**config.mk**
```make
export PLATFORM = sky130hd
export DESIGN_NAME = ps2_key_decoder_flat
export DESIGN_NICKNAME = d
export VERILOG_FILES = /design/src/rtl/ps2_pkg.sv /design/src/rtl/ps2_key_decoder_if.sv /design/src/rtl/ps2_line_filter.sv /design/src/rtl/ps2_key_decoder.sv /design/src/flat_wrapper.sv
export SDC_FILE = /design/constraint.sdc
export NUM_CORES = 1
export LEC_CHECK = 0
export ABC_CLOCK_PERIOD_IN_PS = 4510
export CORE_ASPECT_RATIO = 1.1
export CORE_MARGIN = 1
export CORE_UTILIZATION = 45
export DETAILED_ROUTE_END_ITERATION = 8
export DONT_BUFFER_PORTS = 1
export PLACE_DENSITY_LB_ADDON = 0.05
export SYNTH_ARGS = -nofsm -noshare
export SYNTH_HDL_FRONTEND = slang
export SYNTH_SLANG_ARGS = --single-unit
```
**constraint.sdc**
```tcl
create_clock -name clk_sys -period 4.51 [get_ports clk_sys]
set_input_delay 0.902 -clock clk_sys [delete_from_list [all_inputs] [get_ports clk_sys]]
set_output_delay 0.902 -clock clk_sys [all_outputs]
set_load 0.1 [all_outputs]
```
**src/rtl/ps2_pkg.sv**
```systemverilog
// Shared types and constants for the PS/2 keyboard front end.
package ps2_pkg;

   typedef enum logic [1:0] {StIdle, StData, StParity, StStop} frame_state_e;

   localparam logic [7:0] CodeE0 = 8'hE0;
   localparam logic [7:0] CodeF0 = 8'hF0;
   localparam logic [7:0] CodeE1 = 8'hE1;

   // Bytes dropped silently when no prefix is pending (BAT, ack, resend, echo, errors).
   localparam int unsigned NumSilent = 6;
   localparam logic [NumSilent*8-1:0] SilentCodes = {8'hAA, 8'hFA, 8'hFE, 8'hEE, 8'h00, 8'hFF};

   localparam int unsigned KeyToggle  = 10;
   localparam int unsigned KeyPressed = 9;
   localparam int unsigned KeyExt     = 8;

   localparam logic [2:0] SkipLen = 3'd7;

   function automatic logic is_silent(input logic [7:0] code);
      logic hit;
      hit = 1'b0;
      for (int unsigned i = 0; i < NumSilent; i++) begin
         if (code == SilentCodes[i*8 +: 8]) hit = 1'b1;
      end
      return hit;
   endfunction

endpackage

```
**src/rtl/ps2_key_decoder_if.sv**
```systemverilog
// PS/2 pin inputs and the ps2_key event word produced from them.
interface ps2_key_decoder_if;
   logic        ps2_clk_in;
   logic        ps2_data_in;
   logic [10:0] ps2_key;
   logic        key_strobe;
   logic        frame_err;

   modport master (
      input  ps2_clk_in,
      input  ps2_data_in,
      output ps2_key,
      output key_strobe,
      output frame_err
   );

   modport slave (
      output ps2_clk_in,
      output ps2_data_in,
      input  ps2_key,
      input  key_strobe,
      input  frame_err
   );
endinterface

```
**src/rtl/ps2_line_filter.sv**
```systemverilog
// Synchronises the PS/2 lines and debounces the clock; emits a pulse on each clean falling edge.
module ps2_line_filter #(
   parameter int unsigned FILTER_LEN = 8
) (
   input  logic clk_sys,
   input  logic reset_n,
   input  logic ps2_clk_in,
   input  logic ps2_data_in,
   output logic fall,
   output logic data
);

   localparam int unsigned CntW = (FILTER_LEN < 2) ? 1 : $clog2(FILTER_LEN);

   logic [1:0]      clk_sync;
   logic [1:0]      data_sync;
   logic            level;
   logic [CntW-1:0] cnt;
   logic            flip;

   assign flip = (clk_sync[1] != level) && (cnt == CntW'(FILTER_LEN - 1));
   assign fall = flip && level;
   assign data = data_sync[1];

   // Sync flops reset high so the idle bus does not look like an edge after reset.
   always_ff @(posedge clk_sys or negedge reset_n) begin
      if (!reset_n) begin
         clk_sync  <= 2'b11;
         data_sync <= 2'b11;
         level     <= 1'b1;
         cnt       <= '0;
      end else begin
         clk_sync  <= {clk_sync[0], ps2_clk_in};
         data_sync <= {data_sync[0], ps2_data_in};
         if (clk_sync[1] == level) begin
            cnt <= '0;
         end else if (flip) begin
            level <= clk_sync[1];
            cnt   <= '0;
         end else begin
            cnt <= cnt + CntW'(1);
         end
      end
   end

endmodule

```
**src/rtl/ps2_key_decoder.sv**
```systemverilog
// PS/2 frame receiver and set-2 prefix stripper producing toggle-flagged key events.
module ps2_key_decoder
   import ps2_pkg::*;
#(
   parameter int unsigned FILTER_LEN     = 8,
   parameter int unsigned TIMEOUT_CYCLES = 43000
) (
   input logic                 clk_sys,
   input logic                 reset_n,
   ps2_key_decoder_if.master   bus
);

   localparam int unsigned TimW = $clog2(TIMEOUT_CYCLES + 1);

   logic            fall;
   logic            data;
   frame_state_e    state;
   logic [2:0]      bitcnt;
   logic [7:0]      shift;
   logic            parity_bit;
   logic [TimW-1:0] to_cnt;
   logic            ext;
   logic            rel;
   logic [2:0]      skip;
   logic [10:0]     key_q;
   logic            strobe_q;
   logic            err_q;
   logic            timed_out;

   ps2_line_filter #(
      .FILTER_LEN (FILTER_LEN)
   ) u_filter (
      .clk_sys     (clk_sys),
      .reset_n     (reset_n),
      .ps2_clk_in  (bus.ps2_clk_in),
      .ps2_data_in (bus.ps2_data_in),
      .fall        (fall),
      .data        (data)
   );

   assign timed_out = (state != StIdle) && (to_cnt == TimW'(TIMEOUT_CYCLES));

   always_ff @(posedge clk_sys or negedge reset_n) begin
      if (!reset_n) begin
         state      <= StIdle;
         bitcnt     <= '0;
         shift      <= '0;
         parity_bit <= 1'b0;
         to_cnt     <= '0;
         ext        <= 1'b0;
         rel        <= 1'b0;
         skip       <= '0;
         key_q      <= '0;
         strobe_q   <= 1'b0;
         err_q      <= 1'b0;
      end else begin
         strobe_q <= 1'b0;
         err_q    <= 1'b0;

         if (fall) begin
            to_cnt <= '0;
         end else if (to_cnt != TimW'(TIMEOUT_CYCLES)) begin
            to_cnt <= to_cnt + TimW'(1);
         end

         // A stalled frame wins over a coincident sample point.
         if (timed_out) begin
            state <= StIdle;
            err_q <= 1'b1;
            ext   <= 1'b0;
            rel   <= 1'b0;
         end else if (fall) begin
            unique case (state)
               StIdle: begin
                  if (!data) begin
                     state  <= StData;
                     bitcnt <= '0;
                  end else begin
                     err_q <= 1'b1;
                  end
               end
               StData: begin
                  shift  <= {data, shift[7:1]};
                  bitcnt <= bitcnt + 3'd1;
                  if (bitcnt == 3'd7) state <= StParity;
               end
               StParity: begin
                  parity_bit <= data;
                  state      <= StStop;
               end
               StStop: begin
                  state <= StIdle;
                  if (data && (^{shift, parity_bit})) begin
                     if (skip != 3'd0) begin
                        skip <= skip - 3'd1;
                        if (skip == 3'd1) begin
                           ext <= 1'b0;
                           rel <= 1'b0;
                        end
                     end else if (shift == CodeE1) begin
                        skip <= SkipLen;
                     end else if (shift == CodeE0) begin
                        ext <= 1'b1;
                     end else if (shift == CodeF0) begin
                        rel <= 1'b1;
                     end else if (!(is_silent(shift) && !ext && !rel)) begin
                        key_q[KeyToggle]  <= ~key_q[KeyToggle];
                        key_q[KeyPressed] <= ~rel;
                        key_q[KeyExt]     <= ext;
                        key_q[7:0]        <= shift;
                        strobe_q          <= 1'b1;
                        ext               <= 1'b0;
                        rel               <= 1'b0;
                     end
                  end else begin
                     err_q <= 1'b1;
                     ext   <= 1'b0;
                     rel   <= 1'b0;
                  end
               end
               default: state <= StIdle;
            endcase
         end
      end
   end

   assign bus.ps2_key    = key_q;
   assign bus.key_strobe = strobe_q;
   assign bus.frame_err  = err_q;

endmodule
```
**src/flat_wrapper.sv**
```systemverilog
// flat-port wrapper written by rule: the top's interface ports become plain ports
module ps2_key_decoder_flat import ps2_pkg::*;
#(
   parameter int unsigned FILTER_LEN     = 8,
   parameter int unsigned TIMEOUT_CYCLES = 43000
)
  (clk_sys, reset_n, bus_ps2_clk_in, bus_ps2_data_in, bus_ps2_key, bus_key_strobe, bus_frame_err);
  ps2_key_decoder_if bus_i ();
  input logic clk_sys;
  input logic reset_n;
  input wire logic [$bits(bus_i.ps2_clk_in)-1:0] bus_ps2_clk_in;
  input wire logic [$bits(bus_i.ps2_data_in)-1:0] bus_ps2_data_in;
  output wire logic [$bits(bus_i.ps2_key)-1:0] bus_ps2_key;
  output wire logic [$bits(bus_i.key_strobe)-1:0] bus_key_strobe;
  output wire logic [$bits(bus_i.frame_err)-1:0] bus_frame_err;
  assign bus_i.ps2_clk_in = bus_ps2_clk_in;
  assign bus_i.ps2_data_in = bus_ps2_data_in;
  assign bus_ps2_key = bus_i.ps2_key;
  assign bus_key_strobe = bus_i.key_strobe;
  assign bus_frame_err = bus_i.frame_err;
  ps2_key_decoder #(.FILTER_LEN(FILTER_LEN), .TIMEOUT_CYCLES(TIMEOUT_CYCLES)) u_core (.clk_sys(clk_sys), .reset_n(reset_n), .bus(bus_i));
endmodule
```
==> results of run 1 <==
-- layout make-up --
class / count / area, sq um / share of cell area [%]
Inverter: 13 / 48.8 / 1.67
Tap cell: 77 / 96.3 / 3.29
Clock buffer: 5 / 68.8 / 2.35
Sequential cell: 56 / 1410 / 48.0
Clock inverter: 3 / 26.3 / 0.897
Timing Repair Buffer: 1 / 7.51 / 0.256
Multi-Input combinational cell: 167 / 1270 / 43.5
-- Yosys cell counts, types with 2 or more instances --
master	instances	area, sq um
a22oi_1	2	15.0
mux2_4	8	120
xor2_1	9	78.8
o21ai_0	6	30.0
nand2_1	11	41.3
and3_1	3	18.8
dfrtp_1	51	1280
o22ai_1	4	25.0
and2_1	3	18.8
buf_12	2	40.0
nor3_1	5	25.0
dfstp_2	5	131
mux2i_1	3	30.0
a22o_1	2	17.5
nor4_1	3	18.8
buf_6	3	33.8
ha_1	13	163
mux2_2	15	169
a21oi_1	10	50.1
or3_1	5	31.3
inv_1	13	48.8
nor2_1	22	82.6
nand2b_1	3	18.8
nand4_1	6	37.5
nand3_1	8	40.0
xnor2_1	11	96.3
-- final timing paths --
path | to | cells after the start | slack, ns | startpoint
max | u_core.bus.ps2_key[9] | 6 | 1.91 | u_core.to_cnt[2]
min | u_core.u_filter.cnt[2] | 0 | 0.27 | reset_n
max reg2reg | u_core.bus.ps2_key[9] | 6 | 1.91 | u_core.to_cnt[2]
min reg2reg | u_core.u_filter.clk_sync[1] | 0 | 0.35 | u_core.u_filter.clk_sync[0]
max in group asynchronous | u_core.u_filter.data_sync[0] | 0 | 4.05 | reset_n
min in group clk_sys | u_core.u_filter.clk_sync[1] | 0 | 0.35 | u_core.u_filter.clk_sync[0]
-- per-stage QoR --
step	area, sq um	utilization (%)	hold WS (ns)
2_1_floorplan	2840	-	0.345
6_report	2930	49.5	0.268
3_5_place_dp	2840	47.9	0.347
5_1_grt	2930	49.5	0.239
4_1_cts	2930	49.5	0.254
3_3_place_gp	2840	47.9	0.345
-- layer usage --
metal | GRT usage (%) | up-vias
met3 | 3.76 | 8
met4 | 5.66 | 0
met1 | 19.2 | 818
li1 | - | 849
met2 | 26.5 | 29
met5 | 0 | -
-- sequential cells by signal (all words and copies together) (netlist names), 3 cells and up --
signal               cells
u_core.shift             8
u_core.to_cnt           16
u_core.u_filter.cnt      3
u_core.skip              3
u_core.bitcnt            3
u_core.bus.ps2_key      11
-- worst max-delay path, cell delays in order, from the launching register on --
cell and delay, ns:
dfrtp_1 0.42, or3_1 0.39, or3_1 0.40, or3_1 0.42
and3_1 0.28, nand3_4 0.22, mux2_2 0.36
-- where the power goes --
part / switching (uW) / total (uW) / internal (uW)
sequential: 30.5 / 571 / 540
combinational: 31.2 / 65.7 / 34.6
clock: 171 / 284 / 114
total: 232 / 921 / 688
-- cells by family (layout without fill, tap and decap cells) --
kind of cell / count (synthesis) / in the layout / synth area share (%)
simple gates: 78 / 78 / 14.7
mux: 26 / 26 / 11.2
fa+ha+maj: 13 / 13 / 5.73
xor+xnor: 21 / 21 / 6.97
flops: 56 / 56 / 49.6
buf+inv: 23 / 22 / 5.43
compound gates: 29 / 29 / 6.26
==> results.sh, run 1 <==
export IMPL_outcome="finished clean"
export IMPL_grt_util_all_layers_pct=15.6
export IMPL_syn_nets=263
export IMPL_hp_class="in2async"
export IMPL_io_buffers=0
export IMPL_die_area_sq_um=6630
export IMPL_required_ns=4.71
export IMPL_relSlewSlack_pct=38.6
export IMPL_chipWidth_um=77.7
export IMPL_drc=0
export IMPL_postCtsHoldBufs=0
export IMPL_min_period_ns=2.60
export IMPL_cts_htree_levels=2
export IMPL_initial_utilization_pct=48.0
export IMPL_wl_met2_mm=2.17
export IMPL_worstPathMaxFanout=12
export IMPL_p_total_uw=921
export IMPL_fin_crit_sh_pct=57.6
export IMPL_placedCellCount=314
export IMPL_fp_row_count=29
export IMPL_cp_data_arrival_time_ns=2.80
export IMPL_grt_start_max_net_pins=57
export IMPL_synth_edf_count=0
export IMPL_final_cell_mix="dfrtp_1, nor2_1, mux2_2"
export IMPL_start_kind="flop"
export IMPL_drive_above_1_share_pct=15.9
export IMPL_numCtsBuffers=5
export IMPL_synth_ff_type="dfrtp_1"
export IMPL_routabilityCongestion=0.795
export IMPL_layout_commonest_cell="dfrtp_1"
export IMPL_stdcell_count=322
export IMPL_fin_setup_tns_ns=0
export IMPL_drtPass1Iterations=4
export IMPL_cts_sinks=56
export IMPL_skew_ns=0.00921
export IMPL_timing_final_ws_setup_ns=1.91
export IMPL_synth_seq_cells=56
export IMPL_setup_violations=0
export IMPL_hpwl_mm=3.11
export IMPL_cap_violations=0
export IMPL_syn2layout_area_growth_pct=3.31
export IMPL_syn_area_sq_um=2840
export IMPL_io_pins=17
export IMPL_powerDensity_nw_per_um2=314
export IMPL_routed_via_density=5.29
export IMPL_syn_inst=246
export IMPL_hold_viol=0
export IMPL_ys_types=46
export IMPL_antenna_found_initial=0
export IMPL_route_met3_wl_um=117
export IMPL_final_fill_count=531
export IMPL_diodes=0
export IMPL_wl_mm=4.54
export IMPL_wl_per_cell_um=14.1
export IMPL_cts_root_buf="clkbuf_8"
export IMPL_path_class="reg2reg"
export IMPL_globalRoute_totalOverflow=0
export IMPL_num_vias=1704
export IMPL_pre_cts_slack_ns=1.93
export IMPL_postSynthAreaPerCell_sq_um=11.5
export IMPL_seq_area_frac_synth_pct=49.6
export IMPL_ctsLongestPathBuffers=2
export IMPL_cts_resized=0
export IMPL_irDropWorstVdd_mv=0.122
export IMPL_async_flop_share_pct=100
export IMPL_met1_length_mm=2.17
export IMPL_die_h_um=85.3
export IMPL_ant_nets=0
export IMPL_rsz0062_at_grt="false"
export IMPL_coreArea_sq_um=5910
export IMPL_tightest_slew_ns=0.921
export IMPL_path_clk_slew_ns=0.11
export IMPL_highest_layer="met4"
export IMPL_insertion_delay_ns=0.31
export IMPL_tritoncts="done"
export IMPL_p_leak_uw=0.00139
export IMPL_endpoint_kind="flop"
export IMPL_grt_pass1_vias=1785
export IMPL_nNetsFinal=261
export IMPL_post_cts_buffers=0
export IMPL_synth_warnings=0
export IMPL_slew_viol_final=0
export IMPL_drt_initial_drc_count=80
export IMPL_grt_pass1_wl_mm=8.21
export IMPL_fmax_ghz=0.385
(Power assumes the default switching activity.)
==> run 2: changes to the inputs <==
--- a/config.mk
+++ b/config.mk
@@ -5,7 +5,7 @@
 export SDC_FILE = /design/constraint.sdc
 export NUM_CORES = 1
 export LEC_CHECK = 0
-export ABC_CLOCK_PERIOD_IN_PS = 4510
+export ABC_CLOCK_PERIOD_IN_PS = 2600
 export CORE_ASPECT_RATIO = 1.1
 export CORE_MARGIN = 1
 export CORE_UTILIZATION = 45
==> constraint.sdc (replaced) <==
create_clock -name clk_sys -period 2.6 [get_ports clk_sys]
set_input_delay 0.52 -clock clk_sys [delete_from_list [all_inputs] [get_ports clk_sys]]
set_output_delay 0.52 -clock clk_sys [all_outputs]
set_load 0.1 [all_outputs]
==> results.sh, run 2 (same netlist as run 1, synthesis figures left out) <==
export IMPL_outcome="finished clean"
export IMPL_io_pins=17
export IMPL_p_leak_uw=0.00142
export IMPL_whs_ns=0.0341
export IMPL_tightest_slew_ns=0.925
export IMPL_drtPass1Iterations=4
export IMPL_setup_violations=0
export IMPL_cap_violations=0
export IMPL_final_cell_mix="dfrtp_1, nor2_1, mux2_2"
export IMPL_start_kind="flop"
export IMPL_cp_data_arrival_time_ns=2.67
export IMPL_met3_usage_pct=2.69
export IMPL_p_total_uw=1620
export IMPL_cts_root_buf="clkbuf_8"
export IMPL_diodes=0
export IMPL_initial_utilization_pct=48.0
export IMPL_pre_cts_slack_ns=0.108
export IMPL_required_ns=2.81
export IMPL_irDropWorstVdd_mv=0.256
export IMPL_path_class="reg2reg"
export IMPL_path_clk_slew_ns=0.11
export IMPL_fin_crit_sh_pct=94.9
export IMPL_slew_viol_final=0
export IMPL_io_buffers=0
export IMPL_nNetsFinal=266
export IMPL_drive_above_1_share_pct=18.0
export IMPL_wl_mm=4.84
export IMPL_ant_nets=0
export IMPL_grt_pass1_wl_mm=8.59
export IMPL_met1_usage_pct=19.9
export IMPL_fin_setup_tns_ns=0
export IMPL_die_h_um=85.3
export IMPL_fp_row_count=29
export IMPL_globalRoute_totalOverflow=0
export IMPL_relSlewSlack_pct=38.3
export IMPL_powerDensity_nw_per_um2=542
export IMPL_wl_per_cell_um=14.8
export IMPL_skew_ns=0.0101
export IMPL_routabilityCongestion=0.729
export IMPL_syn2layout_area_growth_pct=5.34
export IMPL_grt_start_max_net_pins=52
export IMPL_placedCellCount=318
export IMPL_worstPathMaxFanout=12
export IMPL_largest_reg_flops=16
export IMPL_numCtsBuffers=5
export IMPL_endpoint_kind="flop"
export IMPL_cts_htree_levels=2
export IMPL_hpwl_mm=3.31
export IMPL_ctsLongestPathBuffers=2
export IMPL_tritoncts="done"
export IMPL_routed_via_density=5.18
export IMPL_insertion_delay_ns=0.31
export IMPL_fmax_ghz=0.405
export IMPL_rsz0062_at_grt="false"
export IMPL_drt_initial_drc_count=76
export IMPL_coreArea_sq_um=5910
export IMPL_drc=0
export IMPL_antenna_found_initial=0
export IMPL_cts_sinks=56
export IMPL_num_vias=1695
export IMPL_chipWidth_um=77.7
export IMPL_grtUsageMet2_pct=29.6
export IMPL_die_area_sq_um=6630
export IMPL_stdcell_count=327
export IMPL_layout_commonest_cell="dfrtp_1"
export IMPL_hold_viol=0
export IMPL_min_period_ns=2.47
export IMPL_busiest_layer="met2"
export IMPL_hp_class="in2async"
export IMPL_regMostFlops="u_core.to_cnt"
export IMPL_grt_util_all_layers_pct=16.5
export IMPL_timing_final_ws_setup_ns=0.132
export IMPL_grt_pass1_vias=1810
[run 2: where the power goes]
group          switching (uW)  internal (uW)
Combinational            68.9           65.0
Sequential               53.7            937
Clock                     299            197
Total                     421           1200
[run 2: area by class of cell]
class                      count  area, sq um
multi-input combinational    167         1280
inverter                      13         48.8
clock inverter                 3         25.0
tap                           77         96.3
fill                         538         2930
clock buffer                   5         68.8
timing repair buffer           6         65.1
sequential                    56         1410
[run 2: stage by stage]
step / util (%) / instance area [sq um]
CTS: 50.5 / 2990
detailed placement: 48.4 / 2870
global route: 50.5 / 2990
finish: 50.5 / 2990
global placement: 48.4 / 2870
floorplan: - / 2840
[run 2: layer usage]
layer / up-vias / part of all wire (%)
met1: 811 / 46
li1: 862 / -
met3: 5 / 2.0
met2: 17 / 51
met5: - / 0
met4: 0 / 1.5
[run 2: what timing repair did]
item | 4_1_cts | 5_1_grt
gates resized for setup | 0 | 1
buffers inserted | 0 | 0
hold buffers | 1 | 0
setup endpoints to repair | 0 | 10
hold endpoints to repair | 51 | 0
[run 2: worst paths after layout]
| check | slack (ns) | start | to | cells after the start |
|---|---|---|---|---|
| max | 0.13 | u_core.to_cnt[2] | u_core.bus.ps2_key[9] | 6 |
| min | 0.03 | reset_n | u_core.u_filter.level | 0 |
| max reg2reg | 0.13 | u_core.to_cnt[2] | u_core.bus.ps2_key[9] | 6 |
| min reg2reg | 0.36 | u_core.u_filter.clk_sync[0] | u_core.u_filter.clk_sync[1] | 0 |
| max in group asynchronous | 2.33 | reset_n | u_core.to_cnt[2] | 1 |
| min in group clk_sys | 0.19 | bus_ps2_clk_in | u_core.u_filter.clk_sync[0] | 0 |
[run 2: critical path: stages (launching register included)]
cell,delay [ns]
dfrtp_1,0.42
or3_1,0.39
or3_1,0.42
or3_1,0.34
and3_2,0.25
nand3_4,0.20
mux2_2,0.36
